`config.mk`:
```
export PLATFORM = sky130hd
export DESIGN_NAME = mdu_iter
export DESIGN_NICKNAME = d
export VERILOG_FILES = /design/src/rtl/mdu_iter_pkg.sv /design/src/rtl/mdu_div_step.sv /design/src/rtl/mdu_iter.sv
export SDC_FILE = /design/constraint.sdc
export NUM_CORES = 1
export LEC_CHECK = 0
export ABC_CLOCK_PERIOD_IN_PS = 4100
export CELL_PAD_IN_SITES_DETAIL_PLACEMENT = 0
export CELL_PAD_IN_SITES_GLOBAL_PLACEMENT = 1
export CORE_UTILIZATION = 30
export DETAILED_ROUTE_END_ITERATION = 8
export PLACE_DENSITY_LB_ADDON = 0.1
export SLEW_MARGIN = 30
export SYNTH_ARGS = -nofsm -noshare
export SYNTH_HDL_FRONTEND = slang
export SYNTH_SLANG_ARGS = --single-unit
```
`constraint.sdc`:
```
create_clock -name clk_i -period 4.1 [get_ports clk_i]
set_input_delay 1.23 -clock clk_i [delete_from_list [all_inputs] [get_ports clk_i]]
set_output_delay 1.23 -clock clk_i [all_outputs]
set_load 0.01 [all_outputs]
```
`src/rtl/mdu_iter_pkg.sv`:
```
// Shared definitions for the iterative multiply/divide unit: op encodings,
// FSM state encoding and op-class helpers. Optional feature macro: MDU_MADD_EN.
package mdu_iter_pkg;

  localparam logic [2:0] MDU_MULT  = 3'd0;
  localparam logic [2:0] MDU_MULTU = 3'd1;
  localparam logic [2:0] MDU_DIV   = 3'd2;
  localparam logic [2:0] MDU_DIVU  = 3'd3;
  localparam logic [2:0] MDU_MTHI  = 3'd4;
  localparam logic [2:0] MDU_MTLO  = 3'd5;
  localparam logic [2:0] MDU_MADD  = 3'd6;
  localparam logic [2:0] MDU_MSUB  = 3'd7;

  typedef enum logic [1:0] {
    MDU_S_IDLE = 2'd0,
    MDU_S_CALC = 2'd1,
    MDU_S_FIX  = 2'd2,
    MDU_S_DONE = 2'd3
  } mdu_state_e;

  function automatic logic mdu_is_div(input logic [2:0] op);
    return (op == MDU_DIV) || (op == MDU_DIVU);
  endfunction

  function automatic logic mdu_is_signed(input logic [2:0] op);
    return (op == MDU_MULT) || (op == MDU_DIV) || (op == MDU_MADD) || (op == MDU_MSUB);
  endfunction

  // Ops that run through CALC/FIX; accumulate ops only exist with MDU_MADD_EN.
  function automatic logic mdu_is_calc(input logic [2:0] op);
`ifdef MDU_MADD_EN
    return (op <= MDU_DIVU) || (op >= MDU_MADD);
`else
    return (op <= MDU_DIVU);
`endif
  endfunction

endpackage

```
`src/rtl/mdu_div_step.sv`:
```
// One restoring-divide iteration: shift in the next dividend bit, trial-subtract
// the divisor, keep the difference when it does not go negative.
module mdu_div_step #(
  parameter int WIDTH = 32
) (
  input  logic [WIDTH-1:0] rem_i,
  input  logic             bit_i,
  input  logic [WIDTH-1:0] divisor_i,
  output logic [WIDTH-1:0] rem_o,
  output logic             q_o
);

  // Partial remainder is one bit wider than the operands; the kept remainder
  // is always below the divisor, so it fits back into WIDTH bits.
  logic [WIDTH:0] partial;

  assign partial = {rem_i, bit_i};
  assign q_o     = (partial >= {1'b0, divisor_i});
  assign rem_o   = q_o ? WIDTH'(partial - {1'b0, divisor_i}) : partial[WIDTH-1:0];

endmodule

```
`src/rtl/mdu_iter.sv`:
```
// Iterative multiply/divide unit with architectural HI/LO registers.
// Optional MADD/MSUB accumulate ops are built only when MDU_MADD_EN is defined.
module mdu_iter
  import mdu_iter_pkg::*;
#(
  parameter int WIDTH = 32,
  parameter int CNT_W = $clog2(WIDTH) + 1
) (
  input  logic             clk_i,
  input  logic             rst_n_i,
  input  logic             start_i,
  input  logic [2:0]       op_i,
  input  logic [WIDTH-1:0] src0_i,
  input  logic [WIDTH-1:0] src1_i,
  input  logic             flush_i,
  output logic             busy_o,
  output logic             done_o,
  output logic             dbz_o,
  output logic [WIDTH-1:0] hi_o,
  output logic [WIDTH-1:0] lo_o
);

  mdu_state_e         state_q, state_d;
  logic [2:0]         op_q, op_d;
  logic [CNT_W-1:0]   cnt_q, cnt_d;
  logic [2*WIDTH-1:0] prod_q, prod_d;
  logic [WIDTH-1:0]   mcand_q, mcand_d;
  logic [WIDTH-1:0]   rem_q, rem_d;
  logic [WIDTH-1:0]   hi_q, hi_d;
  logic [WIDTH-1:0]   lo_q, lo_d;
  logic               neg_res_q, neg_res_d;
  logic               neg_rem_q, neg_rem_d;
  logic               dbz_q, dbz_d;

  logic               sgn_op, s0, s1;
  logic [WIDTH-1:0]   abs0, abs1;
  logic [WIDTH:0]     add_sum;
  logic [WIDTH-1:0]   step_rem;
  logic               step_q;
  logic [2*WIDTH-1:0] prod_fix;
  logic [WIDTH-1:0]   quo_fix, rem_fix;
`ifdef MDU_MADD_EN
  logic [2*WIDTH-1:0] acc_sum;
`endif

  assign sgn_op = mdu_is_signed(op_i);
  assign s0     = sgn_op & src0_i[WIDTH-1];
  assign s1     = sgn_op & src1_i[WIDTH-1];
  assign abs0   = s0 ? -src0_i : src0_i;
  assign abs1   = s1 ? -src1_i : src1_i;

  // Shift-add: upper half accumulates the multiplicand when the LSB is set.
  assign add_sum = {1'b0, prod_q[2*WIDTH-1:WIDTH]} + (prod_q[0] ? {1'b0, mcand_q} : '0);

  mdu_div_step #(.WIDTH(WIDTH)) u_div_step (
    .rem_i     (rem_q),
    .bit_i     (prod_q[WIDTH-1]),
    .divisor_i (mcand_q),
    .rem_o     (step_rem),
    .q_o       (step_q)
  );

  assign prod_fix = neg_res_q ? -prod_q : prod_q;
  assign quo_fix  = neg_res_q ? -prod_q[WIDTH-1:0] : prod_q[WIDTH-1:0];
  assign rem_fix  = neg_rem_q ? -rem_q : rem_q;
`ifdef MDU_MADD_EN
  assign acc_sum  = (op_q == MDU_MSUB) ? ({hi_q, lo_q} - prod_fix) : ({hi_q, lo_q} + prod_fix);
`endif

  always_comb begin
    state_d   = state_q;
    op_d      = op_q;
    cnt_d     = cnt_q;
    prod_d    = prod_q;
    mcand_d   = mcand_q;
    rem_d     = rem_q;
    hi_d      = hi_q;
    lo_d      = lo_q;
    neg_res_d = neg_res_q;
    neg_rem_d = neg_rem_q;
    dbz_d     = dbz_q;
    case (state_q)
      MDU_S_IDLE: begin
        if (start_i && !flush_i) begin
          if (op_i == MDU_MTHI) begin
            hi_d = src0_i;
          end else if (op_i == MDU_MTLO) begin
            lo_d = src0_i;
          end else if (mdu_is_calc(op_i)) begin
            op_d      = op_i;
            cnt_d     = '0;
            rem_d     = '0;
            neg_res_d = s0 ^ s1;
            neg_rem_d = s0;
            dbz_d     = mdu_is_div(op_i) && (src1_i == '0);
            // Low half holds the dividend (divide) or the multiplier (multiply).
            if (mdu_is_div(op_i)) begin
              prod_d  = {{WIDTH{1'b0}}, abs0};
              mcand_d = abs1;
            end else begin
              prod_d  = {{WIDTH{1'b0}}, abs1};
              mcand_d = abs0;
            end
            state_d = MDU_S_CALC;
          end
        end
      end
      MDU_S_CALC: begin
        if (flush_i) begin
          state_d = MDU_S_IDLE;
        end else begin
          cnt_d = cnt_q + 1'b1;
          if (mdu_is_div(op_q)) begin
            rem_d  = step_rem;
            prod_d = {prod_q[2*WIDTH-1:WIDTH], prod_q[WIDTH-2:0], step_q};
          end else begin
            prod_d = {add_sum, prod_q[WIDTH-1:1]};
          end
          if (cnt_q == CNT_W'(WIDTH - 1)) state_d = MDU_S_FIX;
        end
      end
      MDU_S_FIX: begin
        if (flush_i) begin
          state_d = MDU_S_IDLE;
        end else begin
          // With a zero divisor the remainder is the dividend magnitude, so
          // the dividend-sign fix-up reproduces src0 exactly.
          if (mdu_is_div(op_q)) begin
            hi_d = rem_fix;
            lo_d = dbz_q ? '1 : quo_fix;
`ifdef MDU_MADD_EN
          end else if ((op_q == MDU_MADD) || (op_q == MDU_MSUB)) begin
            {hi_d, lo_d} = acc_sum;
`endif
          end else begin
            {hi_d, lo_d} = prod_fix;
          end
          state_d = MDU_S_DONE;
        end
      end
      MDU_S_DONE: begin
        state_d = MDU_S_IDLE;
      end
      default: begin
        state_d = MDU_S_IDLE;
      end
    endcase
  end

  always_ff @(posedge clk_i or negedge rst_n_i) begin
    if (!rst_n_i) begin
      state_q   <= MDU_S_IDLE;
      op_q      <= '0;
      cnt_q     <= '0;
      prod_q    <= '0;
      mcand_q   <= '0;
      rem_q     <= '0;
      hi_q      <= '0;
      lo_q      <= '0;
      neg_res_q <= 1'b0;
      neg_rem_q <= 1'b0;
      dbz_q     <= 1'b0;
    end else begin
      state_q   <= state_d;
      op_q      <= op_d;
      cnt_q     <= cnt_d;
      prod_q    <= prod_d;
      mcand_q   <= mcand_d;
      rem_q     <= rem_d;
      hi_q      <= hi_d;
      lo_q      <= lo_d;
      neg_res_q <= neg_res_d;
      neg_rem_q <= neg_rem_d;
      dbz_q     <= dbz_d;
    end
  end

  assign busy_o = (state_q == MDU_S_CALC) || (state_q == MDU_S_FIX);
  assign done_o = (state_q == MDU_S_DONE) && !flush_i;
  assign dbz_o  = done_o && dbz_q;
  assign hi_o   = hi_q;
  assign lo_o   = lo_q;

endmodule
```
== Word level (Yosys, flattened, before mapping) ==
Index checks and enable logic that the tools add are counted.
Word-level totals
  register bits after elaboration: 206
  input bits: 71
  word-level logic and storage cells: 122
Cells by class
  $lt $le $gt $ge: 2
  add/subtract/negate cells: 8
  muxes and demuxes: 49
  reduce and logical (&&, ||, !) cells: 23
  equal/unequal tests: 23
  bitwise operators: 5
Operators with widths (number)
  32-bit two-way mux: 24
  64-bit two-way mux: 7
  32-bit case mux with 2 select lines: 3
  32-bit negator: 4
  64-bit case mux with 2 select lines: 1
  64-bit negator: 1
  32-bit by 32-bit adder with 33-bit output: 1
  33-bit by 32-bit >= comparator with 1-bit output: 1
  32-bit zero test: 1
  32-bit subtractor: 1
  6-bit two-way mux: 5
  2-bit inequality test (second input constant): 10
  5-bit AND reduction: 3
  2-bit two-way mux: 7
  7-bit AND reduction: 2
  3-bit by 2-bit equality test with 1-bit output (second input constant): 4
  3-bit equality test (second input constant): 4
  6-bit case mux with 2 select lines: 1
  2-bit case mux with 4 select lines: 1
  6-bit by 1-bit adder with 6-bit output (second input constant): 1
  6-bit by 5-bit equality test with 1-bit output (second input constant): 1
  1-bit logical OR: 6
  6-bit AND reduction: 1
  2-bit equality test (second input constant): 2
  other kinds (12): 18

== Longest topological paths before layout ==
  depth in word-level cells: 12
  gate-level depth with buffers: 13
  mapped depth without buffers: 12

== Modules after synthesis ==
Synthesis repeated with hierarchy kept, for this count alone.
Unflattened totals
  cell total of the unflattened synthesis: 2262
  area total of the unflattened synthesis: 17655.7 sq um
By module, submodules not included
  mdu_iter: cells each 1939, area each 15324.7 sq um, times used 1
  mdu_div_step: cells each 323, area each 2331.0 sq um, times used 1

== Worst setup path after synthesis ==
OpenSTA, ideal clock, no wires.
  path type: input to register
  start point: in src1_i[9]
  end point: reg prod_q[30]
  setup slack: 634 ps
  buffers on the path: 1
  data required time: 3968 ps
  data arrival time: 3334 ps
  stages: 9
  setup time: 132 ps
  cells stage by stage: or4_4 -> or4_1 -> buf_2 -> or2_4 -> nor2_4 -> a21oi_1 -> xor2_1 -> a222oi_1 -> o21ai_1
On the way
  longest elaborated chain between the ends: 8
RTL lines
  from (decl): line mdu_iter.sv:14  | input logic [WIDTH-1:0] src1_i,
  32-bit negator: line mdu_iter.sv:50  | assign abs1 = s1 ? -src1_i : src1_i;
  32-bit two-way mux: line mdu_iter.sv:50
  32-bit two-way mux: line mdu_iter.sv:97  | if (mdu_is_div(op_i)) begin
  64-bit two-way mux: line mdu_iter.sv:89  | end else if (mdu_is_calc(op_i)) begin
  64-bit two-way mux: line mdu_iter.sv:87  | end else if (op_i == MDU_MTLO) begin
  64-bit two-way mux: line mdu_iter.sv:85  | if (op_i == MDU_MTHI) begin
  64-bit two-way mux: line mdu_iter.sv:84  | if (start_i && !flush_i) begin
  64-bit case mux with 2 select lines: line mdu_iter.sv:82  | case (state_q)
  to (signal assigned): line mdu_iter.sv:167  | prod_q <= prod_d;
  to (decl): line mdu_iter.sv:26  | logic [2*WIDTH-1:0] prod_q, prod_d;
No other way between the ends. The select of a mux whose other input is x is not followed.
A chain may end at the register's enable or synchronous reset.

== Worst setup path after layout ==
  start point: in flush_i
  end point: out dbz_o
On the way
  longest elaborated chain between the ends: 3
RTL lines
  from (decl): line mdu_iter.sv:15  | input logic flush_i,
  1-bit zero test: line mdu_iter.sv:179  | assign done_o = (state_q == MDU_S_DONE) && !flush_i;
  1-bit logical AND: line mdu_iter.sv:179
  1-bit logical AND: line mdu_iter.sv:180  | assign dbz_o = done_o && dbz_q;
  to (decl): line mdu_iter.sv:18  | output logic dbz_o,
No other way between the ends.

==> results.json <==
{
  "status": "finished with violations",
  "violations": "design-rule violations",
  "utilization_pct": 37.52,
  "yosysWarnings": 0,
  "skew_ps": 25.27,
  "drc": 2,
  "synth-edff-count": 0,
  "start_kind": "primary input",
  "io_pins": 138,
  "antenna_found_initial": 3,
  "synth_area_leaders": "dfrtp_1 (30%), o21ai_0 (7.6%), nand2_1 (7.5%)",
  "yosysTopAreaCellShare_pct": 29.59,
  "die_h_um": 242.4,
  "drive_gt1_share_pct": 9.754,
  "pre_cts_ws_ps": 29.21,
  "grt_pass1_vias": 16810,
  "synth-seq-cells": 205,
  "path_buf_inv": 2,
  "ys_seq_area_share_pct": 29.59,
  "worst_pin_slew_ps": 791.2,
  "die_x_um": 242.4,
  "cts_setup_buffers": 0,
  "grt.overflow.total": 0,
  "rows": 87,
  "rr_worst_depth": 9,
  "p_leak_nw": 9.019,
  "critical_path.slowest_cell": "clkdlybuf4s50_1",
  "worstPathCellList": "clkdlybuf4s50_1 > nor2b_1 > and2_1 > clkdlybuf4s50_1",
  "hp-class": "reg2reg",
  "drt-total-wl_um": 77560,
  "fin_tns_setup_ps": 0,
  "dp_hpwl_um": 61100,
  "critPathMaxStageDelay_ps": 530,
  "syn_nets": 2412,
  "syn-cell-area_um2": 17330,
  "dp.cells": 3141,
  "vias": 17640,
  "grt_pass1_wl_um": 113700,
  "rsz0062_at_grt": "no",
  "vias_per_cell": 5.518,
  "cts.hold.buffers_added": 0,
  "min_period_over_period_pct": 90.24,
  "total_power_mw": 15.23,
  "synth_flop_cell": "dfrtp_1",
  "drt_pass1_iterations": 9,
  "min_path_cells": 2,
  "n_antenna_cell": 0,
  "gp_congestion": 0.9342,
  "cts_tree": "done",
  "cp.depth": 4,
  "critPathCaptureType": "primary output",
  "cp.required_ps": 2870,
  "layout.nets": 2563,
  "worst_skew_pair.late_latency_ps": 590,
  "finalNonFillerCells": 3196,
  "cts_buffer_depth": 3,
  "powerDensity_nw_per_um2": 715.6,
  "slew_violations": 0,
  "grtUsageTotal_pct": 25.64,
  "core-area_um2": 56710,
  "fin_ws_ps": 400.0,
  "clk_pin_slew_ps": 60,
  "path_common_cell": "clkdlybuf4s50_1",
  "grt_max_degree": 80,
  "ys_async_sr_fraction_pct": 100.0,
  "synthCells": 2266,
  "initial_utilization_pct": 30.56,
  "cts_made_buffers": 30,
  "cts-resized-gates": 0,
  "portBuffers": 137,
  "critPathTopFamily": "buffers and inverters",
  "cts_max_level": 1,
  "final_antenna_net_count": 0,
  "crit_fanout": 2,
  "ir_drop_mv": 0.3420,
  "maxCapViolCount": 0,
  "max_freq_mhz": 270.3,
  "cts.sinks": 205,
  "syn_area_per_cell_um2": 7.650,
  "drt_iter0_markers": 1575,
  "syn_to_final_growth_pct": 22.75,
  "synth.distinct_cells": 87,
  "cts_root_buf": "clkbuf_16",
  "hold_viol_final": 0,
  "path_class": "in2out",
  "synth_top_area_cell": "dfrtp_1",
  "maxSlewHeadroom_pct": 47.26,
  "cp.arrival_ps": 2470,
  "die_area_um2": 58750,
  "setup_violations": 0,
  "fin_crit_ps": 3700,
  "wire_per_inst_um": 24.27
}
cells by family (layout without fill, tap and decap cells):
family | after synthesis | in the layout | synth area share (%)
mux | 30 | 30 | 1.754
buf+inv | 224 | 398 | 5.125
xor+xnor | 192 | 192 | 9.701
simple gates | 799 | 799 | 21.83
flops | 205 | 205 | 29.59
fa+ha+maj | 75 | 75 | 5.500
compound gates | 741 | 741 | 26.50
registers in the layout, indices dropped and copies added, names as in the netlist, 2 cells and up:
| name | flops |
|---|---|
| state_q | 2 |
| mcand_q | 32 |
| hi_o | 32 |
| op_q | 2 |
| prod_q | 64 |
| lo_o | 32 |
| cnt_q | 6 |
| rem_q | 32 |
cell usage after synthesis (all sizes together), types with 15 or more instances:
library cell and n:
dfrtp 205, a31oi 17, a21oi 152, nor2 177
nand2b 26, xor2 70, inv 73, or3 22
nand3 47, nand4 18, clkbuf 130, o31ai 51
o22ai 34, o41ai 21, xnor2 122, nor4 20
and3 34, ha 73, nand2 347, or4 19
nor3 43, mux2i 27, a211oi 37, buf 21
a21o 24, o21ai 282, o21a 15, o211ai 21
path summary, 6_finish.rpt:
kind	from	end	slack, ps
max	flush_i	dbz_o	400
min	lo_o[25]$_DFFE_PN0P_	lo_o[25]$_DFFE_PN0P_	480
max reg2reg	prod_q[0]$_DFFE_PN0P_	hi_o[20]$_DFFE_PN0P_	430
min reg2reg	lo_o[25]$_DFFE_PN0P_	lo_o[25]$_DFFE_PN0P_	480
max in group asynchronous	rst_n_i	rem_q[27]$_DFFE_PN0P_	2610
min in group asynchronous	rst_n_i	lo_o[10]$_DFFE_PN0P_	600
placed cells by master (no fill, tap or decap), drive strengths merged, types with 37 or more instances in the layout:
cell	instances
nor2	177
a21oi	152
nor3	43
nand2	347
nand3	47
buf	134
xor2	70
o21ai	282
ha	73
clkbuf	41
dfrtp	205
inv	74
a211oi	37
xnor2	122
o31ai	51
clkdlybuf4s50	136
worst register-to-register path: cells and delay by family, from the launching register on:
family	cells	cell delay, ps
compound gates	2	680
xor+xnor	1	150
fa+ha+maj	1	260
buf+inv	1	210
flops	1	520
simple gates	4	1760
report_power, final:
| part | leakage, nW | switching [mW] | total (mW) | internal, mW |
|---|---|---|---|---|
| Combinational | 5.82 | 5.34 | 8.62 | 3.28 |
| Sequential | 2.67 | 0.993 | 3.78 | 2.78 |
| Clock | 0.525 | 1.08 | 2.83 | 1.75 |
per-layer routing:
layer	global-route usage, %	share of wire, %
met1	33.72	44
met2	44.00	49
met3	2.493	4.6
met4	7.986	3.2
met5	0	0
stage by stage:
stage          hold WS [ps]  area (um^2)
6_report              482.8        21280
5_1_grt               499.5        21280
4_1_cts               488.0        21280
3_5_place_dp          474.1        20210
3_3_place_gp          462.6        20210
2_1_floorplan         449.8        17330
final cells by class:
class	instances	area (um^2)
fill	5954	35440
multi-input combinational	1837	11370
sequential	205	5131
timing repair buffer	270	2487
tap	756	945.9
clock buffer	41	883.3
inverter	73	274.0
clock inverter	14	186.4
No activity file was read; power rests on OpenSTA's default activity.
